## config.mk

```make
export PLATFORM = sky130hd
export DESIGN_NAME = fmin_reduce
export DESIGN_NICKNAME = d
export VERILOG_FILES = /design/src/rtl/fmin_reduce.sv
export SDC_FILE = /design/constraint.sdc
export NUM_CORES = 1
export LEC_CHECK = 0
export BUFFER_PORTS_ARGS = -buffer_cell sky130_fd_sc_hd__buf_2
export CAP_MARGIN = 20
export CORE_MARGIN = 10
export CORE_UTILIZATION = 60
export CTS_BUF_LIST = sky130_fd_sc_hd__clkbuf_8 sky130_fd_sc_hd__clkbuf_16
export CTS_CLUSTER_SIZE = 16
export DETAILED_ROUTE_END_ITERATION = 12
export GPL_ROUTABILITY_DRIVEN = 0
export HOLD_SLACK_MARGIN = 0.02
export PLACE_DENSITY = 0.84
export SETUP_SLACK_MARGIN = 0.05
export SYNTH_ARGS = -nofsm -noshare
export SYNTH_HDL_FRONTEND = slang
export SYNTH_SLANG_ARGS = --single-unit
```

## constraint.sdc

```tcl
create_clock -name clk -period 7.4 [get_ports clk]
set_clock_uncertainty 0.1 [all_clocks]
set_input_delay 0.74 -clock clk [delete_from_list [all_inputs] [get_ports clk]]
set_output_delay 0.74 -clock clk [all_outputs]
set_load 0.01 [all_outputs]
```

## src/rtl/fmin_reduce.sv

```systemverilog
// fmin_reduce: streaming FP32 minimum reducer with RISC-V FMIN.S semantics.
// Reduces one valid/ready packet to its minimum, sticky sNaN flag and element count.
// Optional feature macro: FMIN_REDUCE_ARGMIN_EN adds the m_idx argmin output.
module fmin_reduce #(
  parameter int unsigned WIDTH = 32,
  parameter int unsigned CNT_W = 16
) (
  input  logic             clk,
  input  logic             rst_n,
  input  logic             s_valid,
  output logic             s_ready,
  input  logic [WIDTH-1:0] s_data,
  input  logic             s_last,
  output logic             m_valid,
  input  logic             m_ready,
  output logic [WIDTH-1:0] m_data,
  output logic             m_nv,
  output logic [CNT_W-1:0] m_count
`ifdef FMIN_REDUCE_ARGMIN_EN
  ,
  output logic [CNT_W-1:0] m_idx
`endif
);

  localparam logic [WIDTH-1:0] CANON_NAN = WIDTH'(32'h7FC0_0000);
  localparam logic [CNT_W-1:0] CNT_MAX   = '1;

  typedef enum logic [1:0] {IDLE, ACC, OUT} state_t;

  state_t           state_q, state_d;
  logic [WIDTH-1:0] acc_q, acc_d;
  logic             nv_q, nv_d;
  logic [CNT_W-1:0] cnt_q, cnt_d;
`ifdef FMIN_REDUCE_ARGMIN_EN
  logic [CNT_W-1:0] idx_q, idx_d;
`endif
  logic             accept;
  logic             replace;
  logic             load_out;

  function automatic logic is_nan(input logic [WIDTH-1:0] v);
    return (v[30:23] == 8'hFF) && (v[22:0] != 23'd0);
  endfunction

  function automatic logic is_snan(input logic [WIDTH-1:0] v);
    return is_nan(v) && !v[22];
  endfunction

  // True when x is strictly below acc (ties and NaN x keep acc; a NaN acc yields to any non-NaN)
  function automatic logic takes_x(input logic [WIDTH-1:0] a, input logic [WIDTH-1:0] x);
    logic res;
    res = 1'b0;
    if (is_nan(x))           res = 1'b0;
    else if (is_nan(a))      res = 1'b1;
    else if (a[31] != x[31]) res = x[31];
    else if (!x[31])         res = (x[30:0] < a[30:0]);
    else                     res = (x[30:0] > a[30:0]);
    return res;
  endfunction

  assign accept   = s_valid & s_ready;
  assign replace  = takes_x(acc_q, s_data);
  assign load_out = (state_q != OUT) && (state_d == OUT);

  // Next-state and accumulator update
  always_comb begin
    state_d = state_q;
    acc_d   = acc_q;
    nv_d    = nv_q;
    cnt_d   = cnt_q;
`ifdef FMIN_REDUCE_ARGMIN_EN
    idx_d   = idx_q;
`endif
    case (state_q)
      IDLE: begin
        if (accept) begin
          acc_d   = s_data;
          nv_d    = is_snan(s_data);
          cnt_d   = CNT_W'(1);
`ifdef FMIN_REDUCE_ARGMIN_EN
          idx_d   = '0;
`endif
          state_d = s_last ? OUT : ACC;
        end
      end
      ACC: begin
        if (accept) begin
          if (replace) acc_d = s_data;
`ifdef FMIN_REDUCE_ARGMIN_EN
          if (replace && (cnt_q != CNT_MAX)) idx_d = cnt_q;
`endif
          nv_d  = nv_q | is_snan(s_data);
          cnt_d = (cnt_q == CNT_MAX) ? cnt_q : cnt_q + CNT_W'(1);
          if (s_last) state_d = OUT;
        end
      end
      OUT: begin
        if (m_valid && m_ready) state_d = IDLE;
      end
      default: state_d = IDLE;
    endcase
  end

  // State, accumulator and registered output ports
  always_ff @(posedge clk or negedge rst_n) begin
    if (!rst_n) begin
      state_q <= IDLE;
      acc_q   <= '0;
      nv_q    <= 1'b0;
      cnt_q   <= '0;
      s_ready <= 1'b0;
      m_valid <= 1'b0;
      m_data  <= '0;
      m_nv    <= 1'b0;
      m_count <= '0;
`ifdef FMIN_REDUCE_ARGMIN_EN
      idx_q   <= '0;
      m_idx   <= '0;
`endif
    end else begin
      state_q <= state_d;
      acc_q   <= acc_d;
      nv_q    <= nv_d;
      cnt_q   <= cnt_d;
      s_ready <= (state_d != OUT);
      m_valid <= (state_d == OUT);
`ifdef FMIN_REDUCE_ARGMIN_EN
      idx_q   <= idx_d;
`endif
      if (load_out) begin
        m_data  <= is_nan(acc_d) ? CANON_NAN : acc_d;
        m_nv    <= nv_d;
        m_count <= cnt_d;
`ifdef FMIN_REDUCE_ARGMIN_EN
        m_idx   <= idx_d;
`endif
      end
    end
  end

endmodule
```

# After elaboration in Yosys (flattened, before gate mapping)
# Index checks and enable logic that the tools add are counted.
# word_totals
regBits	102
output_inout_bits	51
wordCells	57
# classes
n_addsub	1
order_cmp	2
eq_ne	10
muxes	22
bitwise	2
n_reduce_logical	11
# op_table
op	n
two-way mux 32 bit	4
nonzero test 23 bit	3
case mux 32 bit (2 select lines)	1
two-way mux 16 bit	3
case mux 16 bit (2 select lines)	1
> comparator 31 bit	1
< comparator 31 bit	1
== test 8 bit, second input constant	3
adder 16 x 1 -> 16 bit, second input constant	1
== test 16 bit, second input constant	1
two-way mux 2 bit	5
logical AND 1 bit	6
two-way mux 1 bit	6
case mux 2 bit (3 select lines)	1
== test 2 bit, second input constant	2
inequality test 2 bit, second input constant	2
== test 2 x 1 -> 1 bit, second input constant	1
zero test 2 bit	1
case mux 1 bit (2 select lines)	1
bitwise AND 1 bit	1
zero test 1 bit	1
inequality test 1 bit	1
OR 1 bit	1

# Longest topological paths before layout
# Gate-level depths: netlist of run 1.
# depth
ltp_word	11
depth_mapped	13
mapped_depth_nobuf	12

# Worst setup path before layout of run 1
# No wires, ideal clock.
# synth_path
kind	input port to flip-flop
startpoint	input port s_data[4]
endpoint	register m_data[16]
arrival_time_ps	3383
slack_ps	3836
stages	12
path_buffers	1
cell_sequence	ha_1 -> a211oi_1 -> nor2_1 -> o31a_1 -> a2111oi_0 -> o32ai_1 -> o32a_4 -> nor2_2 -> mux2i_1 -> a41oi_2 -> buf_6 -> nor3_2
# synth_via
elab_chain_cells	11
# synth_rtl
item	line	rtl
start, declared	12	input logic [WIDTH-1:0] s_data,
< comparator 31 bit or > comparator 31 bit (tied branches)	56, 57	
two-way mux 1 bit	56	else if (!x[31]) res = (x[30:0] < a[30:0]);
two-way mux 1 bit	55	else if (a[31] != x[31]) res = x[31];
two-way mux 1 bit	54	else if (is_nan(a)) res = 1'b1;
two-way mux 1 bit	53	if (is_nan(x)) res = 1'b0;
two-way mux 32 bit	88	if (replace) acc_d = s_data;
two-way mux 32 bit	87	if (accept) begin
case mux 32 bit (2 select lines) (*)	74	case (state_q)
nonzero test 23 bit or == test 8 bit (tied branches)	42	return (v[30:23] == 8'hFF) && (v[22:0] != 23'd0);
logical AND 1 bit	42	
two-way mux 32 bit (*)	131	m_data <= is_nan(acc_d) ? CANON_NAN : acc_d;
end signal, assigned	131	
end, declared	16	output logic [WIDTH-1:0] m_data,
# Every way passes the cells marked *; elsewhere a longest branch is shown, timed or not.
# A chain may end at the register's enable or synchronous reset.

# Worst setup path after layout of run 1
# layout_path
startpoint	input port s_data[4]
endpoint	register m_data[22]
# The elaborated chain is that of the path after synthesis.

==> results of run 1 <==
per-stage QoR:
stage | instances | area [um2] | hold slack (ns) | total power [mW]
CTS | 777 | 6080 | 0.282 | 2.26
global route | 778 | 6100 | 0.285 | 2.45
detailed placement | 761 | 5870 | 0.364 | 1.87
floorplan | 586 | 5350 | 0.340 | 1.54
finish | 778 | 6100 | 0.256 | 2.27
global placement | 761 | 5870 | 0.356 | 1.82
state kept, by name, indices dropped and copies added, names as in the netlist:
register  count
m_nv          1
m_count      16
cnt_q        16
s_ready       1
m_valid       1
nv_q          1
acc_q        32
m_data       32
state_q       2
layer usage:
layer,vias up,routed length (um),track usage [%],part of all wire [%]
met4,0,333,7.27,2.4
met1,2252,5400,25.7,39
met3,31,1150,6.24,8.3
met2,195,6970,36.1,50
met5,-,0,0,0
li1,2211,-,-,-
path summary, 6_finish.rpt:
kind | startpoint | endpoint | slack [ns]
max | s_data[4] | m_data[22] | 2.96
min | rst_n | acc_q[30] | 0.26
max reg2reg | acc_q[4] | m_data[22] | 3.01
min reg2reg | m_data[0] | m_data[0] | 0.38
max in group asynchronous | rst_n | m_data[6] | 5.84
min in group clk | m_data[0] | m_data[0] | 0.38
layout make-up:
cell class / instances / area [um2]
fillers: 701 / 2580
flip-flops and latches: 102 / 2550
multi-input cells: 410 / 2520
repair buffers: 92 / 483
inverters: 50 / 188
clock buffers: 10 / 138
well taps: 108 / 135
clock inverters: 6 / 78.8
cells in the final DEF (no fill, tap or decap), types with 2 or more instances in the layout:
master,n
a21oi_1,42
a211oi_2,6
buf_4,5
a211o_1,2
nand4_1,17
o31a_1,3
inv_8,2
and3_1,3
or3_1,3
a211oi_1,10
mux2i_1,8
nor3_1,10
a21o_1,6
inv_1,50
ha_1,32
nand2_1,95
o31ai_1,5
nand3_1,11
nor3_2,3
clkinv_4,3
or2_2,2
a31oi_1,2
nor2_1,56
mux2_2,7
o211ai_1,4
buf_2,86
o21ai_0,46
dfrtp_1,102
o41ai_1,3
clkbuf_8,10
nor4_1,6
or4_1,4
Yosys cell counts (2+ instances only):
master / count
dfrtp_1: 102
nand2_1: 95
nor2_1: 56
inv_1: 50
o21ai_0: 46
a21oi_1: 42
ha_1: 32
nand4_1: 17
clkbuf_1: 16
nand3_1: 11
a211oi_1: 10
nor3_1: 10
mux2i_1: 8
mux2_2: 7
a211oi_2: 6
a21o_1: 6
buf_2: 6
nor4_1: 6
o31ai_1: 5
o211ai_1: 4
or4_1: 4
and3_1: 3
nor3_2: 3
o31a_1: 3
o41ai_1: 3
or3_1: 3
a211o_1: 2
a31oi_1: 2
o32ai_1: 2
or2_2: 2
power groups by stage:
stage          sequential, mW  combinational, mW  clock [mW]
6_report                0.870               1.02       0.383
3_3_place_gp            0.871              0.953           0
4_1_cts                 0.869               1.01       0.386
5_1_grt                 0.891               1.15       0.407
2_1_floorplan           0.893              0.652           0
3_5_place_dp            0.878              0.997           0
logic make-up after synthesis:
| kind of cell | synth area share (%) |
|---|---|
| xor gates and xnor gates | 0.164 |
| and+or+nand+nor | 18.5 |
| buffers and inverters | 5.48 |
| AOI/OAI and AO/OA | 17.6 |
| DFF | 47.8 |
| adders and majority gates | 7.49 |
| muxes | 2.97 |
==> results.py, run 1 <==
metrics = {
    "pwr": {
        "power_density_nw_per_um2": 373,
        "clock_power_share_pct": 16.8,
        "ir_worst_vdd_v": 0.000192,
        "p_seq_share_pct": 38.3,
        "switching_share_pct": 42.8,
        "power.share.combinational_pct": 44.9,
        "p_switching_mw": 0.973,
        "power_leakage_nw": 3.05,
        "p_int_mw": 1.30,
    },
    "route": {
        "ant_nets": 0,
        "drtIter0Drc": 332,
        "post_drt_wl_per_cell_um": 17.8,
        "route.detailed.drc": 0,
        "routed_wl_um": 13900,
        "routed_via_density": 6.03,
        "first_pass_iters": 5,
        "num_vias": 4689,
    },
    "placement": {
        "dp_slack_ns": 2.52,
        "dp_hpwl_um": 10200,
        "io_buffers": 87,
    },
    "clock_tree": {
        "path_clk_slew_ns": 0.10,
        "cts_buffers": 9,
        "cts_num_sinks": 102,
        "clockBufferDepth": 2,
        "cts_root_buffer": "clkbuf_8",
        "cts_resized": 0,
        "cts_setup_buffers": 0,
        "htree_levels": 3,
        "hold_buffers": 0,
        "cts_tree": "done",
        "clk_latency_ns": 0.38,
    },
    "grt": {
        "grt_pass1_wl_um": 23200,
        "grt_max_degree": 56,
        "grt-ovfl-total": 0,
        "antenna_found_initial": 0,
        "grt_usage_pct": 21.5,
        "grt_pass1_vias": 4821,
    },
    "timing": {
        "fin_crit_ns": 4.44,
        "timing.final.crit_share_pct": 59.9,
        "finalSetupViolations": 0,
        "finalHoldViolCount": 0,
        "worst_slack_ns": 2.96,
        "slew_viol_final": 0,
        "slew_headroom_pct": 39.6,
        "rsz0062_at_grt": "false",
        "tightestPinTransition_ns": 0.907,
        "fmax_ghz": 0.225,
        "finalSetupTns_ns": 0,
    },
    "setup_path": {
        "path_cells": "buf_2, ha_1, a211oi_1, nor2_1, o31a_1, a2111oi_0, o32ai_1, o32a_4, nor2_4, mux2i_1, a41oi_2, a211o_1",
        "crit_arrival_ns": 4.60,
        "critPathCaptureType": "flop",
        "crit_path_max_fanout": 24,
        "path_depth": 12,
        "cp_num_buf_inv": 1,
        "worstPathRequired_ns": 7.57,
        "start_kind": "primary input",
        "crit_family": "compound AO/OA/AOI/OAI gates",
        "crit_slowest_cell": "a41oi_2",
        "setup.worst_path.class": "in -> reg",
        "worst_r2r_path_depth": 12,
        "max_stage_delay_ns": 0.52,
    },
    "cells_and_area": {
        "final_nets": 734,
        "diodes": 0,
        "area_delta_synth_final_pct": 14.1,
        "drive_above_1_share_pct": 20.0,
        "utilization_pct": 70.3,
    },
    "synth": {
        "synth_edf_count": 0,
        "synth_fp_nets": 655,
        "ys_warn_count": 0,
        "ys.flop_type": "dfrtp_1",
        "synth-seq-cells": 102,
        "syn_avg_cell_area_um2": 9.12,
        "syn_area_um2": 5350,
        "yosysUniqueCellTypes": 54,
        "yosysTopAreaCellShare_pct": 47.8,
        "netlist_instances": 586,
        "synth.area.top_cells": "dfrtp_1 (48%), ha_1 (7.5%), nand2_1 (6.7%)",
        "yosysSeqAreaShare_pct": 47.8,
        "async_reset_ff_share_pct": 100,
        "yosysTopAreaCell": "dfrtp_1",
    },
    "floorplan": {
        "die_w_um": 114,
        "row_count": 34,
        "core_um2": 8680,
        "initial_core_util_pct": 61.6,
        "dieArea_um2": 13100,
        "ioPinCount": 88,
        "die_y_um": 114,
    },
    "hold_path": {
        "hold_path.class": "in -> async",
    },
    "run_status": {
        "status": "completed",
    },
    "flow_run": {
        "cap_violations": 0,
    },
}
No activity file was read; power rests on OpenSTA's default activity.
==> run 2, diff against run 1 <==
--- a/config.mk
+++ b/config.mk
@@ -8,13 +8,13 @@
 export BUFFER_PORTS_ARGS = -buffer_cell sky130_fd_sc_hd__buf_2
 export CAP_MARGIN = 20
 export CORE_MARGIN = 10
-export CORE_UTILIZATION = 60
+export CORE_UTILIZATION = 57
 export CTS_BUF_LIST = sky130_fd_sc_hd__clkbuf_8 sky130_fd_sc_hd__clkbuf_16
 export CTS_CLUSTER_SIZE = 16
 export DETAILED_ROUTE_END_ITERATION = 12
 export GPL_ROUTABILITY_DRIVEN = 0
 export HOLD_SLACK_MARGIN = 0.02
-export PLACE_DENSITY = 0.84
+export PLACE_DENSITY = 0.81
 export SETUP_SLACK_MARGIN = 0.05
 export SYNTH_ARGS = -nofsm -noshare
 export SYNTH_HDL_FRONTEND = slang
==> constraint.sdc (replaced) <==
create_clock -name clk -period 4.4 [get_ports clk]
set_clock_uncertainty 0.1 [all_clocks]
set_input_delay 0.44 -clock clk [delete_from_list [all_inputs] [get_ports clk]]
set_output_delay 0.44 -clock clk [all_outputs]
set_load 0.01 [all_outputs]
==> results.py, run 2 (same netlist as run 1, synthesis figures left out) <==
metrics = {
    "setup_path": {
        "crit_path_max_fanout": 42,
        "crit_arrival_ns": 4.13,
        "worstPathRequired_ns": 4.56,
        "critPathCaptureType": "flop",
        "start_kind": "flop",
        "setup.worst_path.class": "reg -> reg",
    },
    "route": {
        "ant_nets": 0,
        "num_vias": 4618,
        "first_pass_iters": 5,
        "post_drt_wl_per_cell_um": 17.6,
        "drtIter0Drc": 316,
        "routed_via_density": 5.90,
        "route.detailed.drc": 0,
        "routed_wl_um": 13800,
    },
    "timing": {
        "finalHoldViolCount": 0,
        "worst_slack_ns": 0.432,
        "slew_viol_final": 0,
        "timing.final.crit_share_pct": 90.2,
        "fmax_ghz": 0.252,
        "finalSetupViolations": 0,
        "finalSetupTns_ns": 0,
        "fin_crit_ns": 3.97,
        "rsz0062_at_grt": "false",
        "tightestPinTransition_ns": 0.823,
        "slew_headroom_pct": 45.1,
    },
    "pwr": {
        "power_leakage_nw": 3.06,
        "ir_worst_vdd_v": 0.000239,
        "power_density_nw_per_um2": 617,
    },
    "cells_and_area": {
        "diodes": 0,
        "final_nets": 736,
        "fillers": 745,
        "layout_common_cells": "dfrtp_1 (102), nand2_1 (95), buf_2 (86)",
        "drive_above_1_share_pct": 19.9,
        "area_delta_synth_final_pct": 13.8,
        "reg.largest.list": "acc_q x32, m_data x32",
        "multi_input_area_um2": 2520,
        "instances_no_fill": 783,
        "final_common_cell": "dfrtp_1",
        "regArea_um2": 2550,
    },
    "clock_tree": {
        "cts_num_sinks": 102,
        "cts_root_buffer": "clkbuf_8",
        "hold_buffers": 0,
        "cts_tree": "done",
        "cts_buffers": 9,
        "cts_setup_buffers": 0,
        "clockBufferDepth": 2,
        "clk_latency_ns": 0.37,
        "cts_resized": 0,
        "htree_levels": 3,
        "path_clk_slew_ns": 0.10,
    },
    "floorplan": {
        "initial_core_util_pct": 58.1,
        "core_um2": 9200,
        "row_count": 35,
        "die_y_um": 117,
        "die_w_um": 117,
        "ioPinCount": 88,
        "dieArea_um2": 13700,
    },
    "grt": {
        "grt_pass1_vias": 4537,
        "grt_usage_pct": 20.2,
        "grt_max_degree": 66,
        "grt_pass1_wl_um": 21900,
        "antenna_found_initial": 0,
        "grt-ovfl-total": 0,
    },
    "flow_run": {
        "cap_violations": 0,
    },
    "placement": {
        "dp_slack_ns": 0.364,
        "place_inst": 767,
        "io_buffers": 87,
        "dp_hpwl_um": 10500,
    },
    "run_status": {
        "status": "completed",
    },
    "hold_path": {
        "hold_path.class": "in -> async",
    },
}
==> run 2: cell types whose count changed in the layout (fill, tap and decap cells not counted), sizes merged <==
cell / change
inv: +2
clkbuf: -1
buf: +2
clkinv: -1
==> run 2: worst max-delay path: stages (launching register included) <==
cell,delay [ns]
dfrtp_1,0.37
inv_1,0.07
ha_1,0.31
a21oi_1,0.18
a21oi_1,0.09
o31a_1,0.30
a211o_1,0.23
o32ai_1,0.63
o32a_4,0.31
nor2_4,0.04
buf_4,0.28
o31ai_1,0.32
a41oi_2,0.16
buf_4,0.22
a211o_1,0.23
==> run 2: metrics by stage <==
stage | total power, mW | cell area, um2 | hold slack, ns | util, %
final | 3.75 | 6080 | 0.0593 | 66.1
after global routing | 4.04 | 6080 | 0.118 | 66.1
after CTS | 3.76 | 6080 | 0.0952 | 66.1
after detailed placement | 3.18 | 5890 | 0.361 | 64.1
after global placement | 3.09 | 5890 | 0.356 | 64.1
after floorplan | 2.60 | 5350 | 0.0444 | -
==> run 2: power breakdown <==
group	total (mW)	switching, mW	internal (mW)
registers	1.46	0.204	1.26
clock network	0.587	0.325	0.262
logic	1.70	1.07	0.635
total	3.75	1.60	2.16
==> run 2: path summary, 6_finish.rpt <==
| check | start | endpoint | slack (ns) | cells after the start |
|---|---|---|---|---|
| max in group asynchronous | rst_n | m_count[11] | 3.14 | 2 |
| setup / recovery | acc_q[2] | m_data[22] | 0.43 | 14 |
| hold / removal | rst_n | m_data[30] | 0.06 | 1 |
| hold reg to reg | m_data[0] | m_data[0] | 0.38 | 2 |
| min in group clk | s_last | state_q[0] | 0.19 | 2 |
| setup reg to reg | acc_q[2] | m_data[22] | 0.43 | 14 |
==> run 2: final cells by class <==
type,count,share of cell area [%]
multi-input combinational,410,41.5
timing repair buffer,94,8.06
sequential,102,42.0
clock buffer,9,2.04
tap,111,2.28
clock inverter,7,1.07
inverter,50,3.09
==> run 2: routing by layer <==
metal / track usage, % / share of wire (%) / routed length, um / vias up
met1: 23.8 / 41 / 5590 / 2231
li1: - / - / - / 2210
met2: 35.8 / 51 / 7000 / 155
met5: 0 / 0 / 0 / -
met3: 5.10 / 7.0 / 970 / 22
met4: 5.11 / 1.7 / 238 / 0
